==> src/rtl/msx_reset_seq_pkg.sv <==
// Shared MSX definitions: cartridge config record and reset sequencer constants.
package MSX;

  // Cartridge configuration as produced by the configuration stage.
  typedef struct packed {
    logic [7:0] mapper_type;
    logic [7:0] selected_sram_size;
  } config_cart_t;

  // Reset sequencer states.
  typedef enum logic [1:0] {
    RS_IDLE     = 2'd0,
    RS_HOLD     = 2'd1,
    RS_CLEAR    = 2'd2,
    RS_WAIT_RDY = 2'd3
  } reset_state_t;

  localparam int unsigned HOLD_CYCLES_DEFAULT = 1024;
  localparam logic [7:0]  SRAM_CLEAR_MAX_KB   = 8'd32;

  // Clamp the requested SRAM size to the largest region the clear can cover.
  function automatic logic [5:0] clamp_sram_kb(input logic [7:0] kb);
    logic [5:0] r;
    if (kb > SRAM_CLEAR_MAX_KB) r = 6'd32;
    else                        r = kb[5:0];
    return r;
  endfunction

endpackage

==> src/rtl/msx_reset_seq.sv <==
// MSX reset sequencer: holds the core in reset, fills cartridge SRAM with a
// constant, then waits for the memory controller before releasing reset.
module msx_reset_seq
  import MSX::*;
#(
  parameter int unsigned HOLD_CYCLES = HOLD_CYCLES_DEFAULT,
  parameter logic [7:0]  FILL        = 8'hFF
) (
  input  logic        clk,
  input  logic        reset,
  input  logic        reload,
  input  logic        hps_reset,
  input  logic [7:0]  sram_size,
  input  logic        sdram_ready,
  output logic        msx_reset,
  output logic [14:0] clr_addr,
  output logic [7:0]  clr_data,
  output logic        clr_req,
  input  logic        clr_ack,
  output logic        busy
);

  localparam int unsigned HCW = (HOLD_CYCLES > 1) ? $clog2(HOLD_CYCLES) : 1;
  localparam logic [HCW-1:0] HOLD_LAST = HCW'(HOLD_CYCLES - 1);

  reset_state_t   state, state_nx;
  logic [HCW-1:0] hold_cnt, hold_nx;
  logic [15:0]    addr_cnt, addr_nx;
  logic [5:0]     size_eff, size_nx;
  logic           pending, pend_nx;
  logic           req_nx;
  logic           restart;
  logic [5:0]     size_clamped;
  logic [15:0]    last_addr;

  assign restart      = reload | hps_reset;
  assign size_clamped = clamp_sram_kb(sram_size);
  assign last_addr    = {size_eff, 10'd0} - 16'd1;

  assign clr_addr = addr_cnt[14:0];
  assign clr_data = FILL;
  assign busy     = (state != RS_IDLE);

  // Next-state and datapath decisions for the sequencer.
  always_comb begin
    state_nx = state;
    hold_nx  = hold_cnt;
    addr_nx  = addr_cnt;
    size_nx  = size_eff;
    pend_nx  = pending;
    req_nx   = clr_req;
    unique case (state)
      RS_IDLE: begin
        if (restart) begin
          state_nx = RS_HOLD;
          hold_nx  = '0;
        end
      end
      RS_HOLD: begin
        if (restart) begin
          hold_nx = '0;
        end else if (hold_cnt == HOLD_LAST) begin
          size_nx = size_clamped;
          if (size_clamped != 6'd0) begin
            state_nx = RS_CLEAR;
            addr_nx  = '0;
            req_nx   = 1'b1;
          end else begin
            state_nx = RS_WAIT_RDY;
          end
        end else begin
          hold_nx = hold_cnt + 1'b1;
        end
      end
      RS_CLEAR: begin
        // A restart during a write is deferred until that write is acknowledged.
        if (restart) pend_nx = 1'b1;
        if (clr_req && clr_ack) begin
          addr_nx = addr_cnt + 16'd1;
          if (pending || restart) begin
            state_nx = RS_HOLD;
            hold_nx  = '0;
            req_nx   = 1'b0;
            pend_nx  = 1'b0;
          end else if (addr_cnt == last_addr) begin
            state_nx = RS_WAIT_RDY;
            req_nx   = 1'b0;
          end
        end
      end
      RS_WAIT_RDY: begin
        if (restart) begin
          state_nx = RS_HOLD;
          hold_nx  = '0;
        end else if (sdram_ready) begin
          state_nx = RS_IDLE;
        end
      end
      default: begin
        state_nx = RS_IDLE;
        req_nx   = 1'b0;
      end
    endcase
  end

  // State registers; msx_reset is registered from the next state.
  always_ff @(posedge clk) begin
    if (reset) begin
      state     <= RS_IDLE;
      msx_reset <= 1'b1;
      clr_req   <= 1'b0;
      addr_cnt  <= '0;
      hold_cnt  <= '0;
      size_eff  <= '0;
      pending   <= 1'b0;
    end else begin
      state     <= state_nx;
      msx_reset <= (state_nx != RS_IDLE);
      clr_req   <= req_nx;
      addr_cnt  <= addr_nx;
      hold_cnt  <= hold_nx;
      size_eff  <= size_nx;
      pending   <= pend_nx;
    end
  end

endmodule

==> config.mk <==
export PLATFORM = sky130hd
export DESIGN_NAME = msx_reset_seq
export DESIGN_NICKNAME = d
export VERILOG_FILES = /design/src/rtl/msx_reset_seq_pkg.sv /design/src/rtl/msx_reset_seq.sv
export SDC_FILE = /design/constraint.sdc
export NUM_CORES = 1
export LEC_CHECK = 0
export ABC_CLOCK_PERIOD_IN_PS = 2760
export CAP_MARGIN = 20
export CORE_MARGIN = 8
export CORE_UTILIZATION = 25
export CTS_BUF_LIST = sky130_fd_sc_hd__clkbuf_4
export DETAILED_ROUTE_END_ITERATION = 12
export PLACE_DENSITY = 0.41
export REMOVE_ABC_BUFFERS = 1
export SYNTH_ARGS = -nofsm -noshare
export SYNTH_HDL_FRONTEND = slang
export SYNTH_SLANG_ARGS = --single-unit
==> constraint.sdc <==
create_clock -name clk -period 2.76 [get_ports clk]
set_clock_uncertainty 0.2 [all_clocks]
set_input_delay 0.552 -clock clk [delete_from_list [all_inputs] [get_ports clk]]
set_output_delay 0.552 -clock clk [all_outputs]
set_load 0.01 [all_outputs]
==> results.toml <==
[final_layout]
antennaDiodeCount = 0
layout_commonest_cell = "dfxtp_1"
fillers = 948
area_delta_synth_final_pct = 21.5
nets = 319
final_cell_mix = "37 x dfxtp_1, 31 x nor2_1, 31 x clkdlybuf4s50_1, 22 x nand2_1, 20 x xnor2_1"
drive_gt1_share_pct = 11.1

[floorplanning]
core-area_mm2 = 0.00859
start_util_pct = 25.5
dieArea_mm2 = 0.0120
die_h_um = 110
ios = 40
row_count = 34
die_w_um = 110

[placement]
dp_hpwl_um = 4010
place_congestion = 0.747
place.port_buffers = 31

[sta]
setup-tns-final_ns = 0
hold_viol = 0
period_minus_slack_ns = 2.51
slew_viol_final = 0
period_share_pct = 90.9
setup_viol = 0
whs_ns = 0.287
rsz0062_at_grt = "false"
clock.fmax_ghz = 0.399

[cts]
cts_setup_buffers = 0
cts.sinks = 37
postCtsHoldBufs = 0
clockBufferDepth = 2
cts_resized = 0
root_buffer = "clkbuf_4"
cts_max_level = 2
cts.clk_slew.worst_paths_ns = 0.12
numCtsBuffers = 5
tritoncts = "done"
insertion_delay_ns = 0.36

[logic_synthesis]
synth_cell_types = 43
yosysWarnings = 0
syn_area_mm2 = 0.00219
synth_largest_area_cell = "dfxtp_1"
yosysTopAreaCellShare_pct = 33.8
async_reset_ff_share_pct = 0
syn_inst = 267
synth_edf_count = 0
synthFlopType = "dfxtp_1"
ys_seq_elements = 37
seq_area_frac_synth_pct = 33.8
syn_area_per_cell_um2 = 8.20
yosys-top-cells-area = "dfxtp_1 34%, xnor2_1 8.0%, buf_4 7.9%, nor2_1 5.3%, ha_1 4.6%"

[grt]
grt_max_degree = 15
antenna_found_initial = 0
grt_pass1_vias = 1891
grt_overflow_total = 0
grt.total_usage_pct = 8.97
grt_pass1_wl_um = 8700

[detailed_routing]
firstDrtPassIters = 4
routedWlPerCell_um = 12.5
drc = 0
first_iter_violations = 24
dr_total_vias = 1817
vias_per_cell = 4.48
drt-total-wl_um = 5060
drtAntennaViolNets = 0

[power]
peakVddDrop_mv = 0.156
power_uw = 1050
cellPowerDensity_mw_per_mm2 = 393
p_leak_uw = 0.000931

[setup_path]
cp_max_fo = 4
crit_type = "reg2reg"
cp.required_ns = 2.85
rrSetupSlack_ns = 0.25
critPathLaunchType = "flop"
arrival_ns = 2.60
end_kind = "flop"

[run]
maxCapViolCount = 0

[status]
status = "finished clean"

[hold_path]
hold_class = "reg2reg"
layout make-up:
class / count / area (um^2) / area share (%)
Multi-Input combinational cell: 194 / 1230 / 46.1
Sequential cell: 37 / 741 / 27.8
Timing Repair Buffer: 47 / 430 / 16.2
Tap cell: 108 / 135 / 5.08
Clock buffer: 6 / 45.0 / 1.69
Inverter: 12 / 45.0 / 1.69
Clock inverter: 2 / 38.8 / 1.46
worst max-delay path: stages (launching register included):
cell and delay [ns]:
dfxtp_1 0.42, inv_1 0.06, ha_1 0.24, or2b_1 0.23, a2111o_1 0.40, or4_4 0.56
o211ai_2 0.18, and3b_1 0.18
Yosys cell counts (2+ instances only):
master,instances
dfxtp_1,37
nor2_1,31
buf_4,23
nand2_1,22
xnor2_1,20
a21oi_1,15
nor3_1,14
nand3_1,13
inv_1,12
xor2_1,9
ha_1,8
nand4_1,8
clkbuf_1,7
and3_1,6
o21ai_0,5
nor4_1,3
or2_2,3
a211oi_1,2
a31oi_1,2
and2_1,2
and4_1,2
or3_1,2
flip-flops by register name, summed over array words and instances, names as in the netlist:
name	count
pending	1
size_eff	6
state	2
msx_reset	1
clr_req	1
addr_cnt	16
hold_cnt	10
kinds of logic (layout without fill, tap and decap cells):
group / after synthesis / count (layout) / share of synthesized area [%]
mux: 1 / 1 / 0.457
simple gates: 113 / 113 / 25.9
compound gates: 35 / 35 / 12.1
buf+inv: 43 / 67 / 11.4
fa+ha+maj: 8 / 8 / 4.57
xor+xnor: 29 / 29 / 11.6
flops: 37 / 37 / 33.8
other cells: 1 / 8 / 0.171
routing by layer:
metal  part of all wire [%]  GRT usage [%]  routed length, um
met3                    4.3           2.52                219
met2                     49           15.8               2470
met5                      0              0                  0
met4                    1.0           2.89                 53
met1                     46           10.2               2320
where the power goes:
| group | internal (uW) | leakage (uW) | switching (uW) |
|---|---|---|---|
| clock network | 203 | 0.0000459 | 202 |
| logic | 49.1 | 0.000586 | 50.6 |
| registers | 538 | 0.000299 | 3.50 |
path summary, 6_finish.rpt:
path               startpoint     endpoint  depth (start not counted)
setup / recovery  size_eff[0]     state[1]                          7
hold / removal    size_eff[1]  size_eff[1]                          2
setup reg to reg  size_eff[0]     state[1]                          7
hold reg to reg   size_eff[1]  size_eff[1]                          2
through the flow:
step                util [%]  std cells  setup slack [ns]  instance area (um^2)
floorplan                  -        243             0.229                  2010
global placement        30.0        398           0.00863                  2580
detailed placement      30.0        398           0.00160                  2580
CTS                     31.0        406             0.218                  2660
global route            31.0        406             0.111                  2660
finish                  31.0        406             0.253                  2660
Note: power is estimated with default switching activity, not from simulation.
